<file path="config.mk">
export PLATFORM = sky130hd
export DESIGN_NAME = uart_tx_fifo_flat
export DESIGN_NICKNAME = d
export VERILOG_FILES = /design/src/rtl/uart_tx_fifo_if.sv /design/src/rtl/uart_tx_fifo.sv /design/src/flat_wrapper.sv
export SDC_FILE = /design/constraint.sdc
export NUM_CORES = 1
export LEC_CHECK = 0
export ABC_AREA = 1
export ABC_CLOCK_PERIOD_IN_PS = 1900
export BUFFER_PORTS_ARGS = -buffer_cell sky130_fd_sc_hd__buf_2
export CAP_MARGIN = 20
export CORE_MARGIN = 3
export CORE_UTILIZATION = 45
export DETAILED_ROUTE_END_ITERATION = 10
export GPL_ROUTABILITY_DRIVEN = 1
export PLACE_DENSITY = 0.64
export SKIP_CTS_REPAIR_TIMING = 1
export SYNTH_ARGS = -nofsm -noshare
export SYNTH_HDL_FRONTEND = slang
export SYNTH_SLANG_ARGS = --single-unit
export TNS_END_PERCENT = 5
</file>
<file path="constraint.sdc">
create_clock -name clk_tx -period 1.9 [get_ports clk_tx]
set_input_delay 0.38 -clock clk_tx [delete_from_list [all_inputs] [get_ports clk_tx]]
set_output_delay 0.38 -clock clk_tx [all_outputs]
set_load 0.005 [all_outputs]
</file>
<file path="src/rtl/uart_tx_fifo_if.sv">
// Bundle of the enqueue port and the serial/status outputs of uart_tx_fifo.
//
// Handshake: wr_en acts as "valid" and !fifo_full acts as "ready". A word is
// transferred on a rising edge where wr_en=1 and fifo_full=0. A write offered
// while fifo_full=1 is not retried: it is dropped and the sticky overflow flag
// records the loss. There is no back-pressure beyond fifo_full.
interface uart_tx_fifo_if #(
  parameter int DATA_W = 8
);
  logic [DATA_W-1:0] data_in;
  logic              wr_en;
  logic              tx;
  logic              tx_busy;
  logic              fifo_full;
  logic              fifo_empty;
  logic              overflow;
  logic [2:0]        state_out;

  modport master (
    output data_in, wr_en,
    input  tx, tx_busy, fifo_full, fifo_empty, overflow, state_out
  );

  modport slave (
    input  data_in, wr_en,
    output tx, tx_busy, fifo_full, fifo_empty, overflow, state_out
  );
endinterface

</file>
<file path="src/rtl/uart_tx_fifo.sv">
// UART transmitter fed by a small power-of-2 FIFO. Frames are
// start / DATA_W data bits LSB first / optional parity / 1 or 2 stop bits,
// each bit CLKS_PER_BIT cycles long. Back-to-back words are sent with no idle
// gap between the last stop bit and the next start bit.
module uart_tx_fifo #(
  parameter int DATA_W       = 8,
  parameter int CLKS_PER_BIT = 16,
  parameter int PARITY_MODE  = 0,
  parameter int STOP_BITS    = 1,
  parameter int FIFO_DEPTH   = 4
) (
  input  logic          clk_tx,
  input  logic          rst,
  uart_tx_fifo_if.slave bus
);

  localparam int AW = $clog2(FIFO_DEPTH);
  localparam int CW = (CLKS_PER_BIT > 1) ? $clog2(CLKS_PER_BIT) : 1;

  localparam logic [CW-1:0] BAUD_LAST  = CW'(CLKS_PER_BIT - 1);
  localparam logic [3:0]    DATA_LAST  = 4'(DATA_W - 1);
  localparam logic [3:0]    STOP_LAST  = 4'(STOP_BITS - 1);
  localparam logic [AW:0]   COUNT_FULL = (AW + 1)'(FIFO_DEPTH);
  localparam logic          ODD_PAR    = (PARITY_MODE == 2);

  localparam logic [2:0] S_IDLE   = 3'd0;
  localparam logic [2:0] S_START  = 3'd1;
  localparam logic [2:0] S_DATA   = 3'd2;
  localparam logic [2:0] S_PARITY = 3'd3;
  localparam logic [2:0] S_STOP   = 3'd4;

  logic [DATA_W-1:0] mem [FIFO_DEPTH];
  logic [AW-1:0]     wr_ptr;
  logic [AW-1:0]     rd_ptr;
  logic [AW:0]       count;
  logic              full;
  logic              empty;
  logic              push;
  logic              pop;
  logic              overflow_r;
  logic [DATA_W-1:0] head;

  logic [2:0]        state;
  logic [CW-1:0]     baud_cnt;
  logic [3:0]        bit_cnt;
  logic [DATA_W-1:0] shreg;
  logic              parity_bit;
  logic              bit_done;
  logic              tx_line;

  assign full     = (count == COUNT_FULL);
  assign empty    = (count == '0);
  assign push     = bus.wr_en && !full;
  assign head     = mem[rd_ptr];
  assign bit_done = (baud_cnt == BAUD_LAST);

  // Pop the head word when idle, or at the very end of the last stop bit so
  // the next start bit follows without a gap.
  always_comb begin
    pop = 1'b0;
    if (!empty) begin
      if (state == S_IDLE) begin
        pop = 1'b1;
      end else if (state == S_STOP && bit_done && bit_cnt == STOP_LAST) begin
        pop = 1'b1;
      end
    end
  end

  // FIFO storage; contents need no reset because count gates every read.
  always_ff @(posedge clk_tx) begin
    if (push) begin
      mem[wr_ptr] <= bus.data_in;
    end
  end

  // FIFO pointers, occupancy and the sticky drop flag.
  always_ff @(posedge clk_tx or posedge rst) begin
    if (rst) begin
      wr_ptr     <= '0;
      rd_ptr     <= '0;
      count      <= '0;
      overflow_r <= 1'b0;
    end else begin
      if (push) wr_ptr <= wr_ptr + AW'(1);
      if (pop)  rd_ptr <= rd_ptr + AW'(1);
      case ({push, pop})
        2'b10:   count <= count + (AW + 1)'(1);
        2'b01:   count <= count - (AW + 1)'(1);
        default: count <= count;
      endcase
      if (bus.wr_en && full) overflow_r <= 1'b1;
    end
  end

  // Frame sequencer: baud counter reloads at every bit boundary, bit counter
  // tracks data bits and then stop bits.
  always_ff @(posedge clk_tx or posedge rst) begin
    if (rst) begin
      state      <= S_IDLE;
      baud_cnt   <= '0;
      bit_cnt    <= '0;
      shreg      <= '0;
      parity_bit <= 1'b0;
    end else begin
      case (state)
        S_IDLE: begin
          baud_cnt <= '0;
          bit_cnt  <= '0;
          if (pop) begin
            shreg      <= head;
            parity_bit <= (^head) ^ ODD_PAR;
            state      <= S_START;
          end
        end
        S_START: begin
          if (bit_done) begin
            baud_cnt <= '0;
            bit_cnt  <= '0;
            state    <= S_DATA;
          end else begin
            baud_cnt <= baud_cnt + CW'(1);
          end
        end
        S_DATA: begin
          if (bit_done) begin
            baud_cnt <= '0;
            if (bit_cnt == DATA_LAST) begin
              bit_cnt <= '0;
              state   <= (PARITY_MODE != 0) ? S_PARITY : S_STOP;
            end else begin
              bit_cnt <= bit_cnt + 4'd1;
              shreg   <= shreg >> 1;
            end
          end else begin
            baud_cnt <= baud_cnt + CW'(1);
          end
        end
        S_PARITY: begin
          if (bit_done) begin
            baud_cnt <= '0;
            bit_cnt  <= '0;
            state    <= S_STOP;
          end else begin
            baud_cnt <= baud_cnt + CW'(1);
          end
        end
        S_STOP: begin
          if (bit_done) begin
            baud_cnt <= '0;
            if (bit_cnt == STOP_LAST) begin
              bit_cnt <= '0;
              if (pop) begin
                shreg      <= head;
                parity_bit <= (^head) ^ ODD_PAR;
                state      <= S_START;
              end else begin
                state <= S_IDLE;
              end
            end else begin
              bit_cnt <= bit_cnt + 4'd1;
            end
          end else begin
            baud_cnt <= baud_cnt + CW'(1);
          end
        end
        default: begin
          state    <= S_IDLE;
          baud_cnt <= '0;
          bit_cnt  <= '0;
        end
      endcase
    end
  end

  // Line level follows the state; anything unrecognised idles high.
  always_comb begin
    tx_line = 1'b1;
    case (state)
      S_START:  tx_line = 1'b0;
      S_DATA:   tx_line = shreg[0];
      S_PARITY: tx_line = parity_bit;
      default:  tx_line = 1'b1;
    endcase
  end

  assign bus.tx         = tx_line;
  assign bus.tx_busy    = (state != S_IDLE) || !empty;
  assign bus.fifo_full  = full;
  assign bus.fifo_empty = empty;
  assign bus.overflow   = overflow_r;
  assign bus.state_out  = state;

endmodule

</file>
<file path="src/flat_wrapper.sv">
// flat-port wrapper written by rule: the top's interface ports become plain ports
module uart_tx_fifo_flat 
#(
  parameter int DATA_W       = 8,
  parameter int CLKS_PER_BIT = 16,
  parameter int PARITY_MODE  = 0,
  parameter int STOP_BITS    = 1,
  parameter int FIFO_DEPTH   = 4
)
  (clk_tx, rst, bus_data_in, bus_wr_en, bus_tx, bus_tx_busy, bus_fifo_full, bus_fifo_empty, bus_overflow, bus_state_out);
  uart_tx_fifo_if #(.DATA_W(DATA_W)) bus_i ();
  input  logic clk_tx;
  input  logic rst;
  input wire logic [$bits(bus_i.data_in)-1:0] bus_data_in;
  input wire logic [$bits(bus_i.wr_en)-1:0] bus_wr_en;
  output wire logic [$bits(bus_i.tx)-1:0] bus_tx;
  output wire logic [$bits(bus_i.tx_busy)-1:0] bus_tx_busy;
  output wire logic [$bits(bus_i.fifo_full)-1:0] bus_fifo_full;
  output wire logic [$bits(bus_i.fifo_empty)-1:0] bus_fifo_empty;
  output wire logic [$bits(bus_i.overflow)-1:0] bus_overflow;
  output wire logic [$bits(bus_i.state_out)-1:0] bus_state_out;
  assign bus_i.data_in = bus_data_in;
  assign bus_i.wr_en = bus_wr_en;
  assign bus_tx = bus_i.tx;
  assign bus_tx_busy = bus_i.tx_busy;
  assign bus_fifo_full = bus_i.fifo_full;
  assign bus_fifo_empty = bus_i.fifo_empty;
  assign bus_overflow = bus_i.overflow;
  assign bus_state_out = bus_i.state_out;
  uart_tx_fifo #(.DATA_W(DATA_W), .CLKS_PER_BIT(CLKS_PER_BIT), .PARITY_MODE(PARITY_MODE), .STOP_BITS(STOP_BITS), .FIFO_DEPTH(FIFO_DEPTH)) u_core (.clk_tx(clk_tx), .rst(rst), .bus(bus_i));
endmodule
</file>
==> run_results.csv, run 1 <==
group,metric,value,unit
placed_design,finalWeightedCongestion,0.760,
global_routing,grt_max_degree,29,
route,dr_total_vias,2122,
synthesis,yosysUniqueCellTypes,30,
route,wl_per_cell,12.1,um
route,drt_first_pass_iters,5,
clocking,cts.htree.levels,3,
setup_path,endpoint,"u_core.count[2]",
timing,maxSlewHeadroom,0.480,
power,p_per_area,1000,nW/um^2
timing,rsz0062_at_grt,"true",
die,boundaryPins,19,
clocking,cts_sinks,60,
synthesis,syn_area,2980,um^2
global_routing,antenna_found_initial,0,
setup_path,r2r_slack,-0.08,ns
timing,max_clock_freq,505,MHz
setup_path,cp.arrival,2.19,ns
setup_path,rr_startpoint,"u_core.baud_cnt[1]",
final_layout,final_area,3570,um^2
synthesis,ys_top_cells_by_area,"edfxtp_1 (32%), dfrtp_1 (24%), nand2_1 (13%)",
synthesis,ys.flop_type,"edfxtp_1",
clocking,clk_latency,0.34,ns
clocking,clkTransAtPathRegs,0.08,ns
final_layout,diodes,0,
clocking,cts_buffers,9,
setup_path,slowest_stage,"dfrtp_1",
die,die_h,87.4,um
route,drcViolationCount,0,
power,irDropWorstVdd,0.771,mV
final_layout,instances_no_fill,448,
timing,worst_slack,-0.0809,ns
outcome,violations,"setup timing",
timing,tightest_slew,0.777,ns
setup_path,cpMostUsedCell,"inv_2",
synthesis,yosysSeqAreaShare,0.558,
synthesis,ys_warn_count,0,
die,start_util,0.466,
synthesis,synth_edf_count,32,
setup_path,crit_required,2.11,ns
power,leakagePower,0.00163,uW
run,drv_cap,0,
timing,slew_viol_final,0,
synthesis,yosysMostFrequentCell,"nand2_1",
synthesis,yosys-top-cells-count,"nand2_1 (105), inv_1 (33), edfxtp_1 (32)",
synthesis,synth_cells,323,
synthesis,ys_ff_latch,60,
clocking,cts.root.buffer_cell,"clkbuf_8",
synthesis,syn-num-nets,343,
setup_path,r2r_cells,13,
synthesis,synth_top_cell_by_area,"edfxtp_1",
placed_design,pre_cts_ws,-0.0987,ns
final_layout,drive_gt1_frac,0.283,
placed_design,io_buffers,18,
global_routing,grt_pass1_vias,2005,
setup_path,crit_fanout,2,
timing,hold_viol,0,
placed_design,dp_hpwl,3860,um
outcome,status,"complete, but fails checks",
die,core_area,6390,um^2
clocking,clockBufferDepth,2,
setup_path,cp-end-kind,"flip-flop",
final_layout,fin_nets,386,
route,routed_wl,5410,um
synthesis,synth_area_per_cell,9.22,um^2
global_routing,grt_pass1_wl,9250,um
die,fp.dieW,87.4,um
placed_design,dp_cells,429,
die,die_area,7630,um^2
setup_path,startpoint,"u_core.baud_cnt[1]",
min_path,min_path_type,"input pin to asynchronous set/reset pin",
clocking,cts_tree,"built",
final_layout,n_fill_cell,576,
route,viasPerCell,4.74,
timing,finalSetupViolations,1,
synthesis,synth_top_area_frac,0.323,
setup_path,path_cells,"ha_2, nand2_2, inv_2, nand2_2, nor2_2, o21ai_2, inv_2, ha_4, inv_2, fa_2, a21oi_2, o21ai_1, xor2_1",
timing,finClkSkew,0.0101,ns
setup_path,cpPeakStageDelay,0.36,ns
placed_design,placed_area,3270,um^2
global_routing,gr-total-overflow,0,
timing,min_period,1.98,ns
setup_path,start_kind,"flip-flop",
timing,final.period_utilization,1.04,
route,first_iter_violations,138,
final_layout,finish.utilization,0.559,
synthesis,async_flop_share,0.467,
die,rows,29,
final_layout,syn_to_final_growth,19.9,%
setup_path,timing.rr.end,"u_core.count[2]",
global_routing,grt_use_total,0.162,
setup_path,critPathKind,"flip-flop to flip-flop",
route,antenna_left,0,
-- power breakdown --
group	internal, uW	leakage (uW)	switching [uW]	total, uW
sequential	1580	0.000635	94.5	1680
combinational	232	0.000885	386	618
clock	744	0.000106	532	1280
total	2560	0.00163	1010	3570
-- metrics by stage --
step                setup TNS, ns  power (uW)  hold WS [ns]
finish                    -0.0809        3570        0.0956
global route               -0.257        3790         0.126
CTS                        -0.230        3570        0.0979
detailed placement         -0.168        2290         0.451
global placement          -0.0466        2260         0.433
floorplan                  -0.139        2090         0.435
-- cells in the final DEF (no fill, tap or decap), drive strengths merged --
cell / instances
nor2: 20
nand3: 25
clkinv: 3
clkbuf: 9
o31ai: 2
edfxtp: 32
clkinvlp: 2
nand4: 1
buf: 39
xor2: 5
a21oi: 9
a21o: 1
fa: 1
dfrtp: 28
o22ai: 2
nor3: 3
o21ai: 21
xnor2: 1
inv: 38
nand2: 118
bufinv: 2
ha: 8
o211ai: 1
-- worst min path at each step --
stage	endpoint	slack (ns)	cells past startpoint
2_1_floorplan	u_core.baud_cnt[0]	0.43	1
3_3_place_gp	u_core.bus.overflow	0.43	1
3_5_place_dp	u_core.bus.overflow	0.45	1
4_1_cts	u_core.rd_ptr[0]	0.1	3
5_1_grt	u_core.rd_ptr[0]	0.13	3
6_report	u_core.rd_ptr[1]	0.1	3
-- worst max-delay path, delay by kind of cell, from the launching register on --
kind            cells  cell delay, ns
flops               1            0.36
simple gates        3            0.21
buf+inv             3            0.18
compound gates      3            0.29
xor+xnor            1            0.14
fa+ha+maj           3            0.68
-- state kept, by name (all words and copies together), names as in the netlist --
| signal | flops |
|---|---|
| u_core.baud_cnt | 4 |
| u_core.bit_cnt | 4 |
| u_core.bus.overflow | 1 |
| u_core.bus.state_out | 3 |
| u_core.count | 3 |
| u_core.mem | 32 |
| u_core.parity_bit | 1 |
| u_core.rd_ptr | 2 |
| u_core.shreg | 8 |
| u_core.wr_ptr | 2 |
-- cells by family (layout without fill, tap and decap cells) --
kind of cell | Yosys count | in the layout | synth area share
AND/OR/NAND/NOR | 167 | 167 | 0.243
flip-flops | 60 | 60 | 0.558
buffers and inverters | 45 | 93 | 0.0689
AO/OA/AOI/OAI | 36 | 36 | 0.0722
adder cells (fa/ha/maj) | 9 | 9 | 0.0403
XOR/XNOR | 6 | 6 | 0.0176
-- metal layers --
layer,track usage,vias to the layer above,part of all wire
li1,-,1126,-
met1,0.214,971,0.48
met2,0.249,19,0.48
met3,0.0369,6,0.023
met4,0.0837,0,0.014
met5,0,-,0
-- final cells by class --
class | count | area, um^2 | share of cell area
timing repair buffer | 39 | 260 | 0.0729
sequential | 60 | 1660 | 0.465
clock buffer | 9 | 124 | 0.0347
clock inverter | 7 | 101 | 0.0284
tap | 77 | 96.3 | 0.0270
inverter | 38 | 148 | 0.0413
multi-input combinational | 218 | 1180 | 0.330
No activity file was read; power rests on OpenSTA's default activity.
==> run 2, diff against run 1 <==
--- a/config.mk
+++ b/config.mk
@@ -5,7 +5,6 @@
 export SDC_FILE = /design/constraint.sdc
 export NUM_CORES = 1
 export LEC_CHECK = 0
-export ABC_AREA = 1
 export ABC_CLOCK_PERIOD_IN_PS = 1900
 export BUFFER_PORTS_ARGS = -buffer_cell sky130_fd_sc_hd__buf_2
 export CAP_MARGIN = 20
@@ -13,7 +12,7 @@
 export CORE_UTILIZATION = 45
 export DETAILED_ROUTE_END_ITERATION = 10
 export GPL_ROUTABILITY_DRIVEN = 1
-export PLACE_DENSITY = 0.64
+export PLACE_DENSITY = 0.65
 export SKIP_CTS_REPAIR_TIMING = 1
 export SYNTH_ARGS = -nofsm -noshare
 export SYNTH_HDL_FRONTEND = slang
==> run 2 against run 1 <==
The run still ends with setup timing left. Sequential cell count unchanged. Utilization up 2.8 points. Setup slack worse by 0.40 ns. Routed wire length down 8.6%. Critical path type unchanged. Highest routed layer unchanged.
==> run_results.csv, run 2 <==
group,metric,value,unit
outcome,status,"complete, but fails checks",
outcome,violations,"setup timing",
power,leakagePower,0.00137,uW
placed_design,finalWeightedCongestion,0.851,
setup_path,startpoint,"u_core.bit_cnt[0]",
final_layout,reg.largest.list,"u_core.mem: 32 flops, u_core.shreg: 8 flops",
timing,maxSlewHeadroom,0.723,
global_routing,gr-total-overflow,0,
placed_design,dp_hpwl,3640,um
power,irDropWorstVdd,0.950,mV
route,drcViolationCount,0,
synthesis,yosysMostFrequentCell,"edfxtp_1",
final_layout,finish.utilization,0.587,
final_layout,syn_to_final_growth,22.2,%
min_path,min_path_type,"input pin to flip-flop",
synthesis,async_flop_share,0.467,
synthesis,ys_warn_count,0,
timing,max_clock_freq,421,MHz
synthesis,synth_cells,191,
setup_path,cp-end-kind,"flip-flop",
route,wl_per_cell,15.7,um
min_path,holdCritStartpoint,"bus_data_in[1]",
final_layout,fin_nets,259,
timing,tns,-3.51,ns
route,drt_first_pass_iters,4,
die,start_util,0.480,
synthesis,synth_top_area_frac,0.351,
placed_design,io_buffers,18,
clocking,clk_latency,0.33,ns
synthesis,ys.flop_type,"edfxtp_1",
synthesis,yosysSeqAreaShare,0.606,
final_layout,top_register,"u_core.mem",
timing,slew_viol_final,0,
route,routed_wl,4950,um
die,die_h,84.0,um
setup_path,cp.arrival,2.63,ns
power,p_total,5240,uW
global_routing,grt_pass1_wl,8450,um
route,first_iter_violations,92,
die,die_area,7060,um^2
clocking,clkTransAtPathRegs,0.07,ns
route,viasPerCell,5.15,
synthesis,ys_top_cells_by_area,"edfxtp_1 (35%), dfrtp_1 (26%), mux4_2 (6.6%)",
timing,rsz0062_at_grt,"true",
synthesis,syn_area,2740,um^2
timing,min_period,2.38,ns
global_routing,grt_max_degree,27,
timing,finalSetupViolations,10,
final_layout,diodes,0,
placed_design,dp_cells,299,
final_layout,final_common_cell,"edfxtp_1",
timing,worst_slack,-0.476,ns
route,antenna_left,0,
synthesis,synth_area_per_cell,14.3,um^2
die,fp.dieW,84.0,um
final_layout,final_cell_mix,"edfxtp_1 (32), dfrtp_1 (27), buf_4 (25)",
power,p_per_area,1560,nW/um^2
setup_path,start_kind,"flip-flop",
clocking,cts_sinks,60,
global_routing,antenna_found_initial,0,
synthesis,synth_top_cell_by_area,"edfxtp_1",
final_layout,largest_register_ff_count,32,
die,rows,27,
clocking,cts_tree,"built",
synthesis,yosysUniqueCellTypes,36,
clocking,clockBufferDepth,2,
timing,hold_viol,0,
final_layout,instances_no_fill,316,
synthesis,synth_edf_count,32,
setup_path,rr_startpoint,"u_core.bit_cnt[0]",
synthesis,syn-num-nets,211,
route,dr_total_vias,1626,
timing,tightest_slew,0.416,ns
clocking,cts.htree.levels,3,
timing,holdWs,0.253,ns
global_routing,grt_pass1_vias,1788,
final_layout,drive_gt1_frac,0.377,
setup_path,crit_fanout,2,
setup_path,crit_required,2.15,ns
synthesis,yosys-top-cells-count,"edfxtp_1 (32), dfrtp_1 (28), mux2_2 (13)",
run,drv_cap,0,
global_routing,grt_use_total,0.155,
die,boundaryPins,19,
clocking,cts.root.buffer_cell,"clkbuf_8",
die,core_area,5710,um^2
clocking,cts_buffers,9,
timing,finClkSkew,0.00851,ns
setup_path,critPathKind,"flip-flop to flip-flop",
synthesis,ys_ff_latch,60,
timing,final.period_utilization,1.25,
run 2: area by class of cell:
class                      count  area, um^2
tap                           72        90.1
clock inverter                 7        75.1
clock buffer                   9         124
sequential                    60        1660
timing repair buffer          45         308
multi-input combinational    112        1050
fill                         437        2360
inverter                      11        41.3
run 2: worst paths after layout:
path / to / slack [ns] / cells after the start
min in group asynchronous: u_core.wr_ptr[0] / 0.46 / 3
worst min register to register: u_core.bus.overflow / 0.45 / 1
max in group asynchronous: u_core.bus.state_out[2] / 0.90 / 4
worst max-delay path: u_core.count[2] / -0.48 / 11
worst max register to register: u_core.count[2] / -0.48 / 11
worst min-delay path: u_core.mem[1][1] / 0.25 / 1
run 2: kinds of logic (layout without fill, tap and decap cells):
| group | count (synthesis) | after routing | synth area share |
|---|---|---|---|
| flip-flops | 60 | 60 | 0.606 |
| XOR/XNOR | 15 | 15 | 0.0479 |
| AND/OR/NAND/NOR | 42 | 42 | 0.0822 |
| buffers and inverters | 19 | 72 | 0.0301 |
| adder cells (fa/ha/maj) | 9 | 9 | 0.0438 |
| multiplexers | 24 | 24 | 0.130 |
| AO/OA/AOI/OAI | 22 | 22 | 0.0594 |
run 2: through the flow:
step,setup WS [ns],cell area (um^2)
after floorplan,-0.496,2770
after detailed placement,-0.535,3120
after CTS,-0.552,3310
after global placement,-0.379,3120
after global routing,-0.595,3350
final,-0.476,3350
run 2: routing by layer:
| layer | part of all wire | vias up | global-route usage |
|---|---|---|---|
| met1 | 0.43 | 802 | 0.189 |
| met4 | 0.011 | 0 | 0.0819 |
| met5 | 0 | - | 0 |
| li1 | - | 784 | - |
| met3 | 0.039 | 6 | 0.0375 |
| met2 | 0.52 | 34 | 0.255 |
run 2: power by group:
part	total (uW)	internal, uW	leakage [uW]	switching [uW]
Clock	1140	609	0.0000918	529
Combinational	2140	1170	0.000640	971
Sequential	1960	1770	0.000636	195
run 2: worst max-delay path, cell delays in order (launching register included):
cell and delay, ns:
dfrtp_1 0.39, inv_2 0.06, ha_1 0.13, or3b_4 0.39
o21ai_4 0.16, o311a_4 0.23, ha_4 0.12, inv_1 0.04
fa_2 0.32, xor2_1 0.14, nor2_1 0.13, xor2_1 0.18
